## config.mk

```make
export PLATFORM = sky130hd
export DESIGN_NAME = vga_fb_arbiter_flat
export DESIGN_NICKNAME = d
export VERILOG_FILES = /design/src/rtl/vga_fb_arbiter_if.sv /design/src/rtl/vga_fb_arbiter.sv /design/src/flat_wrapper.sv
export SDC_FILE = /design/constraint.sdc
export NUM_CORES = 1
export LEC_CHECK = 0
export BUFFER_PORTS_ARGS = -buffer_cell sky130_fd_sc_hd__clkbuf_2
export CELL_PAD_IN_SITES_DETAIL_PLACEMENT = 1
export CELL_PAD_IN_SITES_GLOBAL_PLACEMENT = 2
export CORE_MARGIN = 2
export CORE_UTILIZATION = 41
export CTS_CLUSTER_DIAMETER = 50
export DETAILED_ROUTE_END_ITERATION = 8
export GPL_TIMING_DRIVEN = 0
export PLACE_DENSITY = 0.86
export RECOVER_POWER = 25
export SLEW_MARGIN = 15
export SYNTH_ARGS = -nofsm -noshare
export SYNTH_HDL_FRONTEND = slang
export SYNTH_SLANG_ARGS = --single-unit
```

## constraint.sdc

```tcl
create_clock -name clk -period 3.32 [get_ports clk]
set_input_delay 0 -clock clk [delete_from_list [all_inputs] [get_ports clk]]
set_output_delay 0 -clock clk [all_outputs]
set_load 0.005 [all_outputs]
```

## src/rtl/vga_fb_arbiter_if.sv

```systemverilog
// Bus bundle for the framebuffer arbiter: scanout pixel stream, CPU write
// port and the single-port framebuffer RAM port.
interface vga_fb_arbiter_if #(
  parameter int ADDR_W = 19,
  parameter int DATA_W = 8
);
  logic              frame_start;
  logic              pix_pop;
  logic [DATA_W-1:0] pix_data;
  logic              pix_valid;
  logic              underrun;
  logic              cpu_req;
  logic [ADDR_W-1:0] cpu_addr;
  logic [DATA_W-1:0] cpu_wdata;
  logic              cpu_gnt;
  logic              mem_en;
  logic              mem_we;
  logic [ADDR_W-1:0] mem_addr;
  logic [DATA_W-1:0] mem_wdata;
  logic [DATA_W-1:0] mem_rdata;

  modport slave (
    input  frame_start, pix_pop, cpu_req, cpu_addr, cpu_wdata, mem_rdata,
    output pix_data, pix_valid, underrun, cpu_gnt,
           mem_en, mem_we, mem_addr, mem_wdata
  );

  modport master (
    output frame_start, pix_pop, cpu_req, cpu_addr, cpu_wdata, mem_rdata,
    input  pix_data, pix_valid, underrun, cpu_gnt,
           mem_en, mem_we, mem_addr, mem_wdata
  );
endinterface

```

## src/rtl/vga_fb_arbiter.sv

```systemverilog
// Framebuffer arbiter: shares one single-port RAM between scanout prefetch
// reads and CPU pixel writes. Scanout is decoupled through a small FIFO so
// the pixel side never stalls on arbitration. Runs entirely on vgaclk.
//
// Arbitration decision (combinational, one access per cycle)
//   decision  | meaning
//   ARB_IDLE  | no RAM access this cycle
//   ARB_READ  | prefetch read at r_rd_addr
//   ARB_WRITE | CPU write, cpu_gnt pulses
module vga_fb_arbiter #(
  parameter int H_RES      = 640,
  parameter int V_RES      = 480,
  parameter int ADDR_W     = 19,
  parameter int DATA_W     = 8,
  parameter int FIFO_DEPTH = 16,
  parameter int LOW_WATER  = 4
) (
  input logic             clk,
  input logic             rst_n,
  vga_fb_arbiter_if.slave bus
);
  localparam int PIX = H_RES * V_RES;
  localparam int PW  = $clog2(FIFO_DEPTH);
  localparam int CW  = PW + 1;

  typedef enum logic [1:0] {ARB_IDLE, ARB_READ, ARB_WRITE} arb_e;

  logic              r_active;
  logic              r_inflight;
  logic              r_drop;
  logic              r_underrun;
  logic [ADDR_W-1:0] r_rd_addr;
  logic [CW-1:0]     r_count;
  logic [PW-1:0]     r_wptr;
  logic [PW-1:0]     r_rptr;
  logic [DATA_W-1:0] r_fifo [FIFO_DEPTH];

  arb_e              w_arb;
  logic [CW:0]       w_occ;
  logic              w_push;
  logic              w_pop;
  logic              w_empty;

  // Occupancy counts the read still in flight so the FIFO can never overflow.
  assign w_occ   = {1'b0, r_count} + {{CW{1'b0}}, r_inflight};
  assign w_empty = (r_count == '0);
  // A return arriving in a frame_start cycle belongs to the old frame.
  assign w_push  = r_inflight && !r_drop && !bus.frame_start;
  assign w_pop   = bus.pix_pop && !w_empty && !bus.frame_start;

  // Arbitration: refill below the low-water mark, then writes, then top-up.
  always_comb begin
    w_arb = ARB_IDLE;
    if (r_active) begin
      if (bus.frame_start) begin
        if (bus.cpu_req) w_arb = ARB_WRITE;
      end else if (w_occ < (CW+1)'(LOW_WATER)) begin
        w_arb = ARB_READ;
      end else if (bus.cpu_req) begin
        w_arb = ARB_WRITE;
      end else if (w_occ < (CW+1)'(FIFO_DEPTH)) begin
        w_arb = ARB_READ;
      end
    end
  end

  // RAM port and handshake outputs follow the decision combinationally.
  always_comb begin
    bus.mem_en    = (w_arb != ARB_IDLE);
    bus.mem_we    = (w_arb == ARB_WRITE);
    bus.cpu_gnt   = (w_arb == ARB_WRITE);
    bus.mem_addr  = '0;
    bus.mem_wdata = '0;
    if (w_arb == ARB_WRITE) begin
      bus.mem_addr  = bus.cpu_addr;
      bus.mem_wdata = bus.cpu_wdata;
    end else if (w_arb == ARB_READ) begin
      bus.mem_addr  = r_rd_addr;
    end
  end

  assign bus.pix_valid = !w_empty;
  assign bus.pix_data  = w_empty ? '0 : r_fifo[r_rptr];
  assign bus.underrun  = r_underrun;

  // Control state: scan address, FIFO pointers/count, in-flight tracking.
  // r_active holds off the first read until the cycle after reset release.
  always_ff @(posedge clk or negedge rst_n) begin
    if (!rst_n) begin
      r_active   <= 1'b0;
      r_inflight <= 1'b0;
      r_drop     <= 1'b0;
      r_underrun <= 1'b0;
      r_rd_addr  <= '0;
      r_count    <= '0;
      r_wptr     <= '0;
      r_rptr     <= '0;
    end else begin
      r_active   <= 1'b1;
      r_inflight <= (w_arb == ARB_READ);
      r_drop     <= bus.frame_start && r_inflight && (w_arb == ARB_READ);
      if (bus.pix_pop && w_empty && !bus.frame_start) r_underrun <= 1'b1;
      if (bus.frame_start) begin
        r_rd_addr <= '0;
        r_count   <= '0;
        r_wptr    <= '0;
        r_rptr    <= '0;
      end else begin
        if (w_arb == ARB_READ)
          r_rd_addr <= (r_rd_addr == ADDR_W'(PIX-1)) ? '0 : r_rd_addr + 1'b1;
        if (w_push) r_wptr <= r_wptr + 1'b1;
        if (w_pop)  r_rptr <= r_rptr + 1'b1;
        if (w_push && !w_pop)      r_count <= r_count + 1'b1;
        else if (!w_push && w_pop) r_count <= r_count - 1'b1;
      end
    end
  end

  // FIFO storage: read data lands one cycle after the read was issued.
  always_ff @(posedge clk) begin
    if (w_push) r_fifo[r_wptr] <= bus.mem_rdata;
  end
endmodule

```

## src/flat_wrapper.sv

```systemverilog
// flat-port wrapper written by rule: the top's interface ports become plain ports
module vga_fb_arbiter_flat 
#(
  parameter int H_RES      = 640,
  parameter int V_RES      = 480,
  parameter int ADDR_W     = 19,
  parameter int DATA_W     = 8,
  parameter int FIFO_DEPTH = 16,
  parameter int LOW_WATER  = 4
)
  (clk, rst_n, bus_frame_start, bus_pix_pop, bus_cpu_req, bus_cpu_addr, bus_cpu_wdata, bus_mem_rdata, bus_pix_data, bus_pix_valid, bus_underrun, bus_cpu_gnt, bus_mem_en, bus_mem_we, bus_mem_addr, bus_mem_wdata);
  vga_fb_arbiter_if #(.ADDR_W(ADDR_W), .DATA_W(DATA_W)) bus_i ();
  input logic clk;
  input logic rst_n;
  input wire logic [$bits(bus_i.frame_start)-1:0] bus_frame_start;
  input wire logic [$bits(bus_i.pix_pop)-1:0] bus_pix_pop;
  input wire logic [$bits(bus_i.cpu_req)-1:0] bus_cpu_req;
  input wire logic [$bits(bus_i.cpu_addr)-1:0] bus_cpu_addr;
  input wire logic [$bits(bus_i.cpu_wdata)-1:0] bus_cpu_wdata;
  input wire logic [$bits(bus_i.mem_rdata)-1:0] bus_mem_rdata;
  output wire logic [$bits(bus_i.pix_data)-1:0] bus_pix_data;
  output wire logic [$bits(bus_i.pix_valid)-1:0] bus_pix_valid;
  output wire logic [$bits(bus_i.underrun)-1:0] bus_underrun;
  output wire logic [$bits(bus_i.cpu_gnt)-1:0] bus_cpu_gnt;
  output wire logic [$bits(bus_i.mem_en)-1:0] bus_mem_en;
  output wire logic [$bits(bus_i.mem_we)-1:0] bus_mem_we;
  output wire logic [$bits(bus_i.mem_addr)-1:0] bus_mem_addr;
  output wire logic [$bits(bus_i.mem_wdata)-1:0] bus_mem_wdata;
  assign bus_i.frame_start = bus_frame_start;
  assign bus_i.pix_pop = bus_pix_pop;
  assign bus_i.cpu_req = bus_cpu_req;
  assign bus_i.cpu_addr = bus_cpu_addr;
  assign bus_i.cpu_wdata = bus_cpu_wdata;
  assign bus_i.mem_rdata = bus_mem_rdata;
  assign bus_pix_data = bus_i.pix_data;
  assign bus_pix_valid = bus_i.pix_valid;
  assign bus_underrun = bus_i.underrun;
  assign bus_cpu_gnt = bus_i.cpu_gnt;
  assign bus_mem_en = bus_i.mem_en;
  assign bus_mem_we = bus_i.mem_we;
  assign bus_mem_addr = bus_i.mem_addr;
  assign bus_mem_wdata = bus_i.mem_wdata;
  vga_fb_arbiter #(.H_RES(H_RES), .V_RES(V_RES), .ADDR_W(ADDR_W), .DATA_W(DATA_W), .FIFO_DEPTH(FIFO_DEPTH), .LOW_WATER(LOW_WATER)) u_core (.clk(clk), .rst_n(rst_n), .bus(bus_i));
endmodule
```

# Yosys cells after proc, flatten, opt, wreduce, memory -nomap -nowiden

Memories as Yosys holds them, arrays and structs flattened.
Cells that the tools add are included.

Register bits: 36
Input port bits: 40
Bits in writable memories: 128
Memories kept: 1
Output and inout bits: 40

Memory list:

| name          | depth | bits a word | read ports | clocked after Yosys merged registers in | wr ports | RTL line             | RTL |
|---|---|---|---|---|---|---|---|
| u_core.r_fifo | 16    | 8           | 1          | 0                                       | 1        | vga_fb_arbiter.sv:36 | `logic [DATA_W-1:0] r_fifo [FIFO_DEPTH];` |

Equal/unequal tests: 3
Order comparisons: 2
Reductions and logical operators: 21
Multiplexer cells: 22
Add/sub/neg operators: 6

Operator list:

| cell                    | count |
|---|---|
| $mux W19                | 5 |
| $add A19 B1 Y19 const B | 1 |
| $eq A19 B19 Y1 const B  | 1 |
| $mux W4                 | 4 |
| $mux W8                 | 2 |
| $mux W5                 | 3 |
| $logic_and A1 B1 Y1     | 10 |
| $mux W2                 | 5 |
| $add A4 B1 Y4 const B   | 2 |
| $reduce_bool A2 Y1      | 4 |
| $add A5 B1 Y6           | 1 |
| $lt A6 B3 Y1 const B    | 1 |
| $lt A6 B5 Y1 const B    | 1 |
| $add A5 B1 Y5 const B   | 1 |
| $logic_not A1 Y1        | 5 |
| $logic_not A5 Y1        | 1 |
| $sub A5 B1 Y5 const B   | 1 |
| $mux W1                 | 3 |
| $reduce_bool A3 Y1      | 1 |
| $eq A2 B1 Y1 const B    | 1 |
| $eq A2 B2 Y1 const B    | 1 |

# Longest topological paths before layout

Gate-level depths: netlist (run 1).

Depth in word-level cells: 10
Depth in mapped cells: 10

# Worst setup path after synthesis (run 1)

No wires, ideal clock.

Path kind: register -> register
Start: register u_core.r_count[4]
End: register u_core.r_count[4]
Cell stages (with the launch flop): 10
Arrival time: 2610 ps
Clock period less this slack: 2734 ps
Setup time: 125 ps
Setup slack: 586 ps
Cells stage by stage: dfrtp_1 or3_4 o31ai_4 nand2_1 fa_1 a21o_1 a21oi_1 a21oi_1 a21oi_1 mux2_2

Cells in the longest elaborated chain, start to end: 8
Elaborated cells on any way between the ends: 13

RTL lines:

| item                                                                  | RTL line              | RTL |
|---|---|---|
| start: declaration                                                    | vga_fb_arbiter.sv:33  | `logic [CW-1:0] r_count;` |
| start signal: assignment                                              | vga_fb_arbiter.sv:113 | `if (w_push && !w_pop) r_count <= r_count + 1'b1;` |
| start signal: assignment                                              | vga_fb_arbiter.sv:114 | `else if (!w_push && w_pop) r_count <= r_count - 1'b1;` |
| parallel branches: the longest is 8 deep, another holds $sub A5 B1 Y5 | --                    |  |

Parallel ways; which one is timed is not known. The select of a mux whose other input is x is not followed.
A chain may end at the register's enable or synchronous reset.

# Worst setup path after layout (run 1)

Same ends and word-level chain as after synthesis.

==> impl_summary.txt, run 1 <==
----------------------------------------------------
[Clock tree]
  CTS clock-pin slew for the worst setup and hold paths ... 60 ps
  Clk sinks ... 164
  Post-CTS Resized ... 0
  CTS HTree Levels ... 4
  Worst-Skew Late Latency ... 420 ps
  Num CTS Buffers ... 17
  CTS max path bufs ... 2
  CTS tree ... done
  Cell at the root of the clock tree ... clkbuf_16

[Routing]
  Via count of the routed design ... 4910
  Pre-Repair DR Iteration Count ... 4
  DRT antenna net count ... 0
  Violation count after the first detailed-route iteration ... 301
  DRC errors left ... 0
  Wire length per cell ... 21.1 um
  Aggregate routed wire length ... 18.4 mm
  Avg Vias per Cell ... 5.64

[Global routing]
  Antenna violations before repair ... 0
  Maximum number of pins on one net before global-route repair ... 37
  GR Overflow Total ... 0
  Global-route wire length before repair ... 29.9 mm
  GRT Overall Usage ... 20.0%
  Via count of the first global-routing pass ... 5324

[Yosys]
  Number of storage elements in the synthesis netlist ... 164
  Count of warnings emitted by yosys ... 0
  Leading cell type by number of instances after synthesis ... edfxtp_1
  Number of synthesized flops with an enable pin ... 128
  Share of synthesized registers carrying an async set or reset ... 22.0%
  Post-Syn Area per Cell ... 14.0 um2
  Synth top area share ... 51.7%
  Post-synth cell types ... 60
  Leading post-synthesis cells by instance count ... edfxtp_1 (128), nand2_1 (39), dfrtp_1 (36), mux2i_1 (36), nor2_1 (33)
  Ranking of synthesized cells by area ... edfxtp_1 (52%), dfrtp_1 (12%), mux2i_1 (4.8%)
  Yosys top cell by area ... edfxtp_1
  Most common flop cell mapped by yosys ... edfxtp_1
  Post-Syn Area ... 7440 um2
  Syn Nets ... 581
  Post-Syn Instances ... 530
  Sequential fraction of the synthesis area ... 63.8%

[Floorplanning]
  Die extent in y ... 139 um
  Core area ... 17900 um2
  Total die area ... 19200 um2
  # IOs ... 80
  Number of standard-cell rows in the floorplan ... 49
  Initial Util ... 41.6%
  Die Wd ... 139 um

[Worst setup path]
  Data required time of the critical path ... 3630 ps
  Cell type of the slowest stage on the worst timing path ... fa_1
  Crit end category ... flip-flop
  Worst Setup Path Type ... flip-flop to flip-flop
  Delay of the slowest cell on the worst path ... 460 ps
  CP Data Arrival Time ... 3350 ps
  Worst setup SP type ... flip-flop
  Critical path peak fanout ... 6
  Sequence of cells on the critical path ... or3_4 -> o31ai_4 -> nand2_1 -> fa_1 -> a21o_1 -> a21oi_1 -> a21oi_1 -> a21oi_1 -> mux2_2
  Most common cell on crit path ... a21oi_1
  Setup slack of the worst register-to-register path ... 280 ps

[Min path]
  Min-delay worst type ... input port to flip-flop

[Final layout]
  Diode insertion count for antenna repair ... 0
  Layout cells sized above 1 ... 22.3%
  Count of non-filler cells in the finished layout ... 871
  Final core utilization ... 49.1%
  Area overhead of the layout relative to synthesis ... 18.1%
  Fillers ... 1832
  Count of nets after finishing ... 681
  Layout Cell Area excl Fill ... 8780 um2

[Timing]
  Worst-case clock skew ... 6.56 ps
  Peak Freq ... 329 MHz
  Hold Violations, Final ... 0
  Headroom to the max-slew limit ... 32.9%
  Final Hold Slack ... 69.1 ps
  Least setup slack across all paths after layout ... 277 ps
  Final number of max-transition violations ... 0
  Final number of setup-violating endpoints ... 0
  Worst-Margin Slew ... 1010 ps
  Fraction of the cycle the final worst path needs ... 91.7%
  Unrepaired setup endpoints after global routing ... false
  Final sum of negative setup slack ... 0 ps
  Clock period minus worst slack ... 3040 ps

[Outcome]
  Result of the run ... finished clean

[Placement]
  Cell total after placement ... 838
  Post-DP Area ... 8130 um2
  Placer Congestion ... 0.834
  Port Buf Inserts ... 79
  DPL Wire Length ... 12.9 mm
  Setup WS pre-CTS ... 279 ps

[Power and ir drop]
  Power per unit of standard cell area ... 673 nW/um2
  Total power consumption of the routed design ... 5.91 mW
  Static Leak ... 3.15 nW
  Worst vdd rail ir drop ... 423 uV

[Run]
  Max capacitance violation total ... 0

----------------------------------------------------
worst paths after layout:
kind,start,cells past startpoint,endpoint
setup / recovery,u_core.r_count[4],9,u_core.r_count[4]
hold / removal,bus_frame_start,3,u_core.r_count[4]
setup reg to reg,u_core.r_count[4],9,u_core.r_count[4]
hold reg to reg,u_core.bus.underrun,1,u_core.bus.underrun
max in group asynchronous,rst_n,2,u_core.r_rptr[2]
min in group asynchronous,rst_n,2,u_core.bus.underrun
power breakdown:
part	internal [mW]	switching, mW
clock	1.34	0.802
combinational	0.644	0.784
sequential	2.26	0.0741
total	4.25	1.66
flip-flops by register name (all words and copies together) (netlist names):
register / cells
u_core.bus.underrun: 1
u_core.r_active: 1
u_core.r_count: 5
u_core.r_drop: 1
u_core.r_fifo: 128
u_core.r_inflight: 1
u_core.r_rd_addr: 19
u_core.r_rptr: 4
u_core.r_wptr: 4
timing repair:
item                                   in CTS  in global routing
hold buffers                                2                  0
buffers inserted                            0                  0
endpoints found under the hold margin      38                  0
kinds of logic (layout without fill, tap and decap cells):
| logic type | count (synthesis) | in the layout | share of synthesized area [%] |
|---|---|---|---|
| flip-flops | 164 | 164 | 63.8 |
| AND/OR/NAND/NOR | 153 | 153 | 10.8 |
| AO/OA/AOI/OAI | 96 | 96 | 9.54 |
| multiplexers | 53 | 53 | 9.84 |
| buffers and inverters | 37 | 149 | 2.24 |
| XOR/XNOR | 14 | 14 | 1.75 |
| adder cells (fa/ha/maj) | 11 | 11 | 1.95 |
| other | 2 | 2 | 0.101 |
area by class of cell:
type / instances / area, um2 / share of cell area (%)
clock buffer: 17 / 425 / 4.84
inverter: 7 / 26.3 / 0.299
clock inverter: 14 / 220 / 2.51
multi-input combinational: 329 / 2530 / 28.8
timing repair buffer: 81 / 407 / 4.63
sequential: 164 / 4740 / 54.0
buffer: 30 / 140 / 1.60
tap: 229 / 287 / 3.26
cell usage in the layout (no fill, tap or decap), drive strengths merged, types with 4 or more instances in the layout:
cell type	count
a21oi	19
a22o	19
a31oi	9
and2	23
buf	15
bufinv	5
clkbuf	111
dfrtp	36
edfxtp	128
ha	10
inv	11
mux2i	36
mux4	16
nand2	39
nand3	17
nand4	4
nor2	33
nor3	9
nor4	4
o21ai	10
o221ai	8
o22ai	9
o32a	8
or3	4
xnor2	9
xor2	5
layer usage:
layer	vias to the layer above	global-route usage (%)	routed length [um]
li1	2253	-	-
met1	2532	26.6	7820
met2	106	33.6	9430
met3	19	4.04	928
met4	0	5.48	227
met5	-	0	0
worst max-delay path, delay by kind of cell (launching register included):
kind | cells | cell delay, ps
mux | 1 | 350
flops | 1 | 450
fa+ha+maj | 1 | 460
compound gates | 5 | 970
simple gates | 2 | 690
(Power assumes the default switching activity.)
==> run 2: changes to the inputs <==
--- a/config.mk
+++ b/config.mk
@@ -5,16 +5,18 @@
 export SDC_FILE = /design/constraint.sdc
 export NUM_CORES = 1
 export LEC_CHECK = 0
+export ABC_AREA = 1
 export BUFFER_PORTS_ARGS = -buffer_cell sky130_fd_sc_hd__clkbuf_2
 export CELL_PAD_IN_SITES_DETAIL_PLACEMENT = 1
 export CELL_PAD_IN_SITES_GLOBAL_PLACEMENT = 2
 export CORE_MARGIN = 2
-export CORE_UTILIZATION = 41
+export CORE_UTILIZATION = 37
 export CTS_CLUSTER_DIAMETER = 50
 export DETAILED_ROUTE_END_ITERATION = 8
 export GPL_TIMING_DRIVEN = 0
 export PLACE_DENSITY = 0.86
 export RECOVER_POWER = 25
+export SKIP_LAST_GASP = 1
 export SLEW_MARGIN = 15
 export SYNTH_ARGS = -nofsm -noshare
 export SYNTH_HDL_FRONTEND = slang
==> run 2 against run 1 <==
Clock power decreased by 14%; final area increased by 4.8%; total power decreased by 2.8%.
==> impl_summary.txt, run 2 <==
----------------------------------------------------
[Clock tree]
  CTS HTree Levels ... 4
  Number of setup buffers added after CTS ... 0
  Worst-Skew Late Latency ... 430 ps
  CTS max path bufs ... 2
  CTS tree ... done
  Clk sinks ... 164
  Hold bufs inserted after CTS ... 3
  Post-CTS Resized ... 0
  Num CTS Buffers ... 17
  Cell at the root of the clock tree ... clkbuf_16
  CTS clock-pin slew for the worst setup and hold paths ... 70 ps

[Power and ir drop]
  Static Leak ... 3.71 nW
  Power per unit of standard cell area ... 624 nW/um2
  Worst vdd rail ir drop ... 424 uV

[Yosys]
  Post-Syn Instances ... 812
  Syn Nets ... 863
  Post-synth cell types ... 41
  Share of synthesized registers carrying an async set or reset ... 22.0%
  Number of synthesized flops with an enable pin ... 128
  Yosys top cell by area ... edfxtp_1
  Post-Syn Area per Cell ... 9.66 um2
  Leading post-synthesis cells by instance count ... nand2_1 (219), edfxtp_1 (128), nor2_1 (78)
  Post-Syn Area ... 7840 um2
  Leading cell type by number of instances after synthesis ... nand2_1
  Number of storage elements in the synthesis netlist ... 164
  Most common flop cell mapped by yosys ... edfxtp_1
  Sequential fraction of the synthesis area ... 60.5%
  Ranking of synthesized cells by area ... edfxtp_1 (49%), dfrtp_1 (11%), nand2_1 (10%)
  Count of warnings emitted by yosys ... 0
  Synth top area share ... 49.0%

[Timing]
  Final sum of negative setup slack ... 0 ps
  Worst-case clock skew ... 11.9 ps
  Clock period minus worst slack ... 2350 ps
  Peak Freq ... 425 MHz
  Headroom to the max-slew limit ... 31.1%
  Hold Violations, Final ... 0
  Least setup slack across all paths after layout ... 969 ps
  Final number of max-transition violations ... 0
  Final number of setup-violating endpoints ... 0
  Unrepaired setup endpoints after global routing ... false
  Fraction of the cycle the final worst path needs ... 70.8%
  Worst-Margin Slew ... 1030 ps

[Global routing]
  GRT Overall Usage ... 20.4%
  GR Overflow Total ... 0
  Antenna violations before repair ... 0
  Global-route wire length before repair ... 34.5 mm
  Maximum number of pins on one net before global-route repair ... 37
  Via count of the first global-routing pass ... 6252

[Final layout]
  Layout cells sized above 1 ... 18.9%
  Diode insertion count for antenna repair ... 0
  Count of nets after finishing ... 963
  Layout Cell Area excl Fill ... 9200 um2
  Area of all sequential standard cells ... 4740 um2
  Most common cell after layout, fill and taps aside ... nand2_1
  Fillers ... 2399
  Most flops, register ... u_core.r_fifo
  Area of the multi-input gates ... 2700 um2
  Biggest registers after layout ... u_core.r_fifo x128, u_core.r_rd_addr x19, u_core.r_count x5
  Most used cells in the layout excluding fill and tap cells ... nand2_1 (219), edfxtp_1 (128), nor2_1 (78), clkbuf_2 (71), a21oi_1 (56)
  Flip-flop count of the largest register, all copies and words added ... 128
  Count of non-filler cells in the finished layout ... 1200
  Area overhead of the layout relative to synthesis ... 17.3%
  Final core utilization ... 44.0%

[Floorplanning]
  Die extent in y ... 150 um
  # IOs ... 80
  Die Wd ... 150 um
  Initial Util ... 37.5%
  Total die area ... 22400 um2
  Core area ... 20900 um2
  Number of standard-cell rows in the floorplan ... 53

[Routing]
  Via count of the routed design ... 6119
  Avg Vias per Cell ... 5.10
  Wire length per cell ... 18.2 um
  Violation count after the first detailed-route iteration ... 441
  DRC errors left ... 0
  Pre-Repair DR Iteration Count ... 4
  Aggregate routed wire length ... 21.9 mm
  DRT antenna net count ... 0

[Worst setup path]
  Sequence of cells on the critical path ... buf_2 -> inv_2 -> buf_2 -> nand2_1 -> a21oi_1 -> nor2_1 -> nand2_1 -> nand2_1 -> nor2_1 -> clkbuf_2
  Crit end category ... primary output
  Setup slack of the worst register-to-register path ... 1160 ps
  Critical path peak fanout ... 10
  Cell type of the slowest stage on the worst timing path ... dfrtp_1
  Delay of the slowest cell on the worst path ... 390 ps
  CP Data Arrival Time ... 2350 ps
  Data required time of the critical path ... 3320 ps
  Cell family with most CP delay ... buffers and inverters
  Worst Setup Path Type ... flip-flop to primary output
  Most common cell on crit path ... nand2_1
  Worst setup SP type ... flip-flop
  Critical path buffer and inverter count ... 4

[Placement]
  Post-DP Area ... 8620 um2
  Port Buf Inserts ... 78
  DPL Wire Length ... 15.6 mm
  Cell total after placement ... 1165
  Placer Congestion ... 0.820
  Setup WS pre-CTS ... 1020 ps

[Min path]
  Min-delay worst type ... input port to flip-flop

[Run]
  Max capacitance violation total ... 0

[Outcome]
  Result of the run ... finished clean

----------------------------------------------------
-- run 2: changes by cell type after synthesis, moves of 23 or more --
cell,previous run,this run
nor2_1,33,78
and2_1,23,0
a21oi_1,18,56
o21ai_0,9,48
mux2i_1,36,0
nand2_1,39,219
inv_1,6,55
-- run 2: worst register-to-register path, stage by stage (launching register included) --
cell,delay (ps)
dfrtp_1,450
nor2_2,190
nand3_2,150
nand2_1,150
nand2_2,160
ha_1,360
a21oi_1,210
a21o_1,160
nand2_1,50
nand2_1,50
nand2_1,50
nand2_1,60
nand2_1,50
-- run 2: final timing paths --
kind                       cells after the start              endpoint           startpoint
max                                           10       bus_pix_data[3]     u_core.r_rptr[0]
min                                            1   u_core.r_fifo[3][1]     bus_mem_rdata[1]
max reg2reg                                   12     u_core.r_count[4]    u_core.r_count[4]
min reg2reg                                    1   u_core.bus.underrun  u_core.bus.underrun
max in group asynchronous                      2      u_core.r_rptr[3]                rst_n
min in group asynchronous                      2  u_core.r_rd_addr[18]                rst_n
-- run 2: metal layers --
metal / vias up / wire [um] / GRT usage, %
met5: - / 0 / 0
met2: 128 / 10300 / 33.7
met3: 22 / 658 / 2.74
li1: 2938 / - / -
met1: 3031 / 10400 / 27.8
met4: 0 / 445 / 6.67
-- run 2: logic make-up after synthesis --
logic type	after synthesis	synth area share, %
flip-flops	164	60.5
other	2	0.0958
AND/OR/NAND/NOR	382	20.7
adder cells (fa/ha/maj)	11	1.85
AO/OA/AOI/OAI	145	9.91
XOR/XNOR	10	1.12
buffers and inverters	98	5.81
-- run 2: power by group --
part	leakage (nW)	total, mW	switching, mW	internal (mW)
combinational	1.81	1.58	1.04	0.535
clock	0.264	1.85	0.864	0.981
sequential	1.64	2.32	0.0567	2.26
-- run 2: layout make-up --
| type | instances | share of cell area, % |
|---|---|---|
| Multi-Input combinational cell | 550 | 29.3 |
| Tap cell | 275 | 3.74 |
| Clock inverter | 14 | 1.29 |
| Inverter | 66 | 2.83 |
| Timing Repair Buffer | 81 | 4.47 |
| Buffer | 32 | 2.12 |
| Sequential cell | 164 | 51.6 |
| Clock buffer | 18 | 4.66 |
-- run 2: through the flow --
stage                     hold slack [ps]  total power, mW
after floorplan                      -296             3.35
after global placement                231             3.90
after detailed placement              213             3.94
after CTS                            52.7             5.78
after global routing                  141             6.07
final                                 109             5.74
